### config.mk
export PLATFORM = sky130hd
export DESIGN_NAME = regfile_wb_sched
export DESIGN_NICKNAME = d
export VERILOG_FILES = /design/src/rtl/regfile_wb_sched.sv
export SDC_FILE = /design/constraint.sdc
export NUM_CORES = 1
export LEC_CHECK = 0
export ABC_AREA = 1
export BUFFER_PORTS_ARGS = -buffer_cell sky130_fd_sc_hd__clkbuf_2
export CAP_MARGIN = 10
export CELL_PAD_IN_SITES_DETAIL_PLACEMENT = 1
export CELL_PAD_IN_SITES_GLOBAL_PLACEMENT = 1
export CORE_ASPECT_RATIO = 1.1
export CORE_MARGIN = 1
export CORE_UTILIZATION = 31
export DETAILED_ROUTE_END_ITERATION = 8
export PLACE_DENSITY_LB_ADDON = 0.1
export SLEW_MARGIN = 20
export SYNTH_ARGS = -nofsm -noshare
export SYNTH_HDL_FRONTEND = slang
export SYNTH_SLANG_ARGS = --single-unit
### constraint.sdc
create_clock -name clk -period 1.45 [get_ports clk]
set_input_delay 0.145 -clock clk [delete_from_list [all_inputs] [get_ports clk]]
set_output_delay 0.145 -clock clk [all_outputs]
set_load 0.02 [all_outputs]
### src/rtl/regfile_wb_sched.sv
// Write-port scheduler and RAW/WAW scoreboard for the 8x16 register file.
// Round-robin arbitration between ALU (A) and load (B) writeback sources.
module regfile_wb_sched #(
  parameter  int DATA_SIZE = 16,
  parameter  int ADDR_SIZE = 3,
  localparam int NREG      = 2 ** ADDR_SIZE
) (
  input  logic                 clk,
  input  logic                 rst_n,
  input  logic                 alloc_valid,
  input  logic [ADDR_SIZE-1:0] alloc_dr,
  output logic                 alloc_ready,
  input  logic [ADDR_SIZE-1:0] sr1,
  input  logic [ADDR_SIZE-1:0] sr2,
  output logic                 sr1_busy,
  output logic                 sr2_busy,
  input  logic                 a_valid,
  input  logic [ADDR_SIZE-1:0] a_dr,
  input  logic [DATA_SIZE-1:0] a_data,
  output logic                 a_ready,
  input  logic                 b_valid,
  input  logic [ADDR_SIZE-1:0] b_dr,
  input  logic [DATA_SIZE-1:0] b_data,
  output logic                 b_ready,
  output logic [ADDR_SIZE-1:0] rf_dr,
  output logic [DATA_SIZE-1:0] rf_dr_in,
  output logic                 rf_ld,
  output logic [NREG-1:0]      pending,
  output logic                 wb_err
);

  // 1 when B won the most recent transfer
  logic                 last_b;
  logic                 xfer;
  logic [ADDR_SIZE-1:0] win_dr;
  logic [DATA_SIZE-1:0] win_data;
  logic [NREG-1:0]      pending_nxt;

  assign alloc_ready = ~pending[alloc_dr];
  assign sr1_busy    = pending[sr1];
  assign sr2_busy    = pending[sr2];

  // Round robin: on contention the source that did not win last time goes
  assign a_ready = a_valid & (~b_valid | last_b);
  assign b_ready = b_valid & (~a_valid | ~last_b);
  assign xfer    = a_ready | b_ready;

  // Select destination and data of the granted source
  always_comb begin
    win_dr   = '0;
    win_data = '0;
    unique case (1'b1)
      a_ready: begin
        win_dr   = a_dr;
        win_data = a_data;
      end
      b_ready: begin
        win_dr   = b_dr;
        win_data = b_data;
      end
      default: ;
    endcase
  end

  // Clear on the presented write, then set on reservation (set wins)
  always_comb begin
    pending_nxt = pending;
    if (rf_ld)
      pending_nxt[rf_dr] = 1'b0;
    if (alloc_valid && alloc_ready)
      pending_nxt[alloc_dr] = 1'b1;
  end

  // Registered write port, arbitration history and scoreboard
  always_ff @(posedge clk or negedge rst_n) begin
    if (!rst_n) begin
      rf_ld    <= 1'b0;
      rf_dr    <= '0;
      rf_dr_in <= '0;
      last_b   <= 1'b1;
      pending  <= '0;
      wb_err   <= 1'b0;
    end else begin
      rf_ld   <= xfer;
      pending <= pending_nxt;
      if (xfer) begin
        rf_dr    <= win_dr;
        rf_dr_in <= win_data;
        last_b   <= b_ready;
        if (!pending[win_dr])
          wb_err <= 1'b1;
      end
    end
  end

endmodule
**Word-level counts from Yosys, hierarchy flattened**

Cells that the tools add are included.

- Register bits: 30
- Output and inout port bits: 34

- Magnitude comparators: 7
- Muxes and demuxes: 16
- Bitwise gates (word level): 13
- Reduce and logical (&&, ||, !) cells: 4

Operators by type and width:

| cell | count |
|---|---|
| $pmux W16 S2 | 1 |
| $lt A3 B4 Y1 const B | 5 |
| $mux W8 | 2 |
| $bmux W1 S3 | 4 |
| $and A8 B8 Y8 | 1 |
| $not A8 Y8 | 1 |
| $or A8 B8 Y8 | 1 |
| $demux W1 S3 | 2 |
| $ge A3 B1 Y1 const B | 2 |
| $mux W1 | 6 |
| $pmux W3 S2 | 1 |
| $not A1 Y1 | 5 |
| $logic_and A1 B1 Y1 | 3 |
| $or A1 B1 Y1 | 3 |
| $and A1 B1 Y1 | 2 |
| $reduce_and A2 Y1 | 1 |

**Logic depth before layout (Yosys ltp)**

- Depth in word-level cells: 9
- Gate-level depth with buffers: 10
- Depth with buffers taken out: 10

**Worst setup path before layout**

Ideal clock, no wire load.

- Path type: register -> output
- Start point: register pending[5]
- End point: output port sr1_busy
- Arrival: 1193 ps
- Data required time: 1305 ps
- Setup slack: 112 ps
- Cell stages (with the launch flop): 5
- Path buffers: 0
- Cells stage by stage: dfrtp_1 -> inv_1 -> a21oi_1 -> o21ai_0 -> a32oi_1

- Cells in the longest elaborated chain, start to end: 2

RTL lines:

| what | RTL line | text |
|---|---|---|
| from (decl) | 28 | `output logic [NREG-1:0] pending,` |
| from (signal assigned) | 85 | `pending <= pending_nxt;` |
| $bmux W1 S3 | 40 | `assign sr1_busy = pending[sr1];` |
| $mux W1 (not written as such) | 40 |  |
| to (decl) | 15 | `output logic sr1_busy,` |

Every way passes these cells. The select of a mux whose other input is x is not followed.

**Worst setup path in the final report**

- Start point: register pending[5]
- End point: output port sr2_busy

- Cells in the longest elaborated chain, start to end: 2

RTL lines:

| what | RTL line | text |
|---|---|---|
| $bmux W1 S3 | 41 | `assign sr2_busy = pending[sr2];` |
| $mux W1 (not written as such) | 41 |  |
| to (decl) | 16 | `output logic sr2_busy,` |

Every way passes these cells. The select of a mux whose other input is x is not followed.

==> results by group <==
Synth
  – Area leader, netlist: dfrtp_1
  – Mapped Area: roughly 1700 µm²
  – Share of Yosys cell area claimed by the top area cell type: between 40% and 50%
  – Mapped Avg Cell Area: 7.293 µm²
  – Synth cell types: 24
  – Seq/Total Area, Yosys: 44.06%
  – Seq cells post-synth: 30
  – Mapped Cells: 234
  – Syn. warnings: 0
  – Synth top area cells: dfrtp_1, nand2_1, nand3_1, inv_1, o21ai_0
  – Syn_nets: around 290

Critical path
  – Worst setup path endpoint: sr2_busy
  – Crit path depth: 5
  – Reg2Reg Depth: 9
  – Crit start category: flip-flop
  – Worst EP required: ~1300 ps
  – Worst R2R End: wb_err$_DFFE_PN0P_
  – Reg-to-Reg Start: last_b$_DFFE_PN1P_
  – CP Launch Point: pending[5]$_DFF_PN0_
  – WP data arrival: about 1300 ps
  – Delay-heaviest family, CP: flip-flops
  – Critical path buffer and inverter count: 2
  – CP Class: flip-flop to primary output
  – Delay of the slowest cell on the worst path: between 400 and 500 ps
  – Max FO, Critical Path: 4
  – Critical path's slowest cell: dfrtp_1
  – Critical-path cell list: inv_2 -> a21oi_2 -> o21ai_1 -> a32oi_1 -> buf_4
  – FF-to-FF setup slack: around 100 ps
  – Endpoint class of the critical path: primary output

Routing
  – # DRC: 0
  – Routed len/inst: 13.17 µm
  – Final wirelength: 5439 µm
  – DR vias: 1930
  – Antenna-violating nets left: 0
  – Initial drt markers: 24
  – Via density per instance: 4.673
  – DR pass1 iterations: 4

CTS
  – Worst-path clk slew: 60 ps
  – TritonCTS buffer count: 5
  – CTS tree: built
  – Worst-Skew Late Latency: 270 ps
  – Clk sinks: 30
  – Max clock buf depth: 2
  – Root Driver: clkbuf_8
  – H-tree levels: 2

Cells and area
  – Fraction of layout cells with a size suffix above 1: 43.99%
  – Commonest non-fill, non-tap cell in the layout: clkbuf_2
  – Cell area after layout: 2552 µm²
  – Finished Core Util: 49.71%
  – N_diodes: 0
  – Nets@finish: 392
  – Synthesis-to-finish area growth: 49.56%
  – Commonest cells after routing, fill and taps aside: clkbuf_2, nand2_1, nand3_1

Placement
  – RD Place Congestion: about 0.83
  – HPWL Detailed: 4112 µm
  – Port Buf Inserts: 85
  – Place WS: 50.09 ps
  – Placed cell area: 2238 µm²

Timing
  – Max-slew violations: 0
  – Minimum clock period: 1427 ps
  – FMAX: around 0.7 GHz
  – Measured slew at the worst slew-check pin: 389.5 ps
  – Fin worst setup slack: 22.66 ps
  – Final Setup Violations: 0
  – RSZ-0062 raised after global routing: yes
  – Final period utilization: between 90% and 100%
  – Clock Skew: 3.020 ps
  – Rel. slew slack: roughly three quarters
  – Fin. Hold Viols: 0
  – Worst hold slack: 81.50 ps

Global routing
  – Vias in the first global route: between 1500 and 2000
  – Largest net degree at the start of global routing: 31
  – Gr usage total: 20.47%
  – First-pass GRT wire length: 9204 µm
  – Initial antenna violation count: 0
  – GRT overflow: 0

Floorplan
  – DIE AREA: 5807 µm²
  – Die Y-Extent: between 70 and 80 µm
  – Initial Util: 33.24%
  – Io pins: between 80 and 90
  – Total core area: just over 5000 µm²
  – Die Wd: 72.75 µm
  – Row Count: 27

Power
  – Leakage: 1.401 nW
  – Total power: 3.697 mW
  – Worst vdd ir: 0.0005386 V
  – Pwr Density: between 1000 and 1500 nW/µm²

Hold path
  – Hold_sp: b_data[10]
  – HP Class: input pin to flip-flop

Outcome
  – Status: complete, no violations

Run
  – Max-cap violations: 0
## registers in the layout, summed over array words and instances, names as in the netlist
register  flops
wb_err        1
pending       8
rf_dr         3
rf_dr_in     16
rf_ld         1
last_b        1
## kinds of logic after synthesis
group           after synthesis  share of synthesized area, %
simple gates                136                         36.73
buf+inv                      36                         9.090
flops                        30                         44.06
compound gates               32                         10.12
## synthesized netlist by cell type (all sizes together)
cell type,n
a21oi,10
a32oi,2
buf,5
o21ai,17
dfrtp,29
nor2,3
clkinv,1
nand2,87
nand3,33
o22ai,2
nor3,5
dfstp,1
o21bai,1
nand4,8
inv,30
## through the flow
stage / setup TNS, ps / instances
after floorplan: 0 / 234
after global placement: 0 / 393
after detailed placement: 0 / 393
after CTS: -48.11 / 408
after global routing: -172.4 / 413
final: 0 / 413
## final cells by class
cell class                      instances  area, µm²
Tap cell                               72      90.09
Timing Repair Buffer                  104      589.3
Fill cell                             700       2582
Clock buffer                            8      110.1
Sequential cell                        30      753.2
Inverter                               31      128.9
Multi-Input combinational cell        168      880.8
## worst reg2reg max path: stages, from the launching register on
cell     delay [ps]
dfstp_2         540
inv_2            50
nand2_4          90
nand3_4         110
nand3_1         110
nand3_1          90
nand2_1          80
nand2_1          50
nand3_1          80
nand2_1          50
## worst min path at each step
stage                               endpoint  slack (ps)  cells after the start
CTS                 rf_dr_in[10]$_DFFE_PN0P_          80                      3
floorplan               pending[0]$_DFF_PN0_        -150                      0
global route         rf_dr_in[5]$_DFFE_PN0P_          90                      3
global placement     rf_dr_in[1]$_DFFE_PN0P_         180                      2
detailed placement   rf_dr_in[1]$_DFFE_PN0P_         190                      2
finish              rf_dr_in[10]$_DFFE_PN0P_          80                      3
## layer usage
| metal | track usage, % | vias up | routed length (µm) |
|---|---|---|---|
| li1 | - | 975 | - |
| met1 | 24.64 | 883 | 2356 |
| met2 | 35.23 | 64 | 2662 |
| met3 | 4.924 | 8 | 333 |
| met4 | 7.255 | 0 | 88 |
| met5 | 0 | - | 0 |
## power breakdown
group	internal, mW	total [mW]	switching (mW)	leakage (nW)
combinational	0.671	1.71	1.04	0.991
clock	0.479	0.781	0.302	0.0575
sequential	1.04	1.21	0.168	0.352
total	2.19	3.70	1.51	1.40
## timing repair
item,CTS,global route
gates resized for setup,20,26
setup endpoints to repair,5,6
pin swaps,4,6
endpoints found under the hold margin,29,0
hold buffers,1,0
setup buffers,7,5
(Power assumes the default switching activity.)
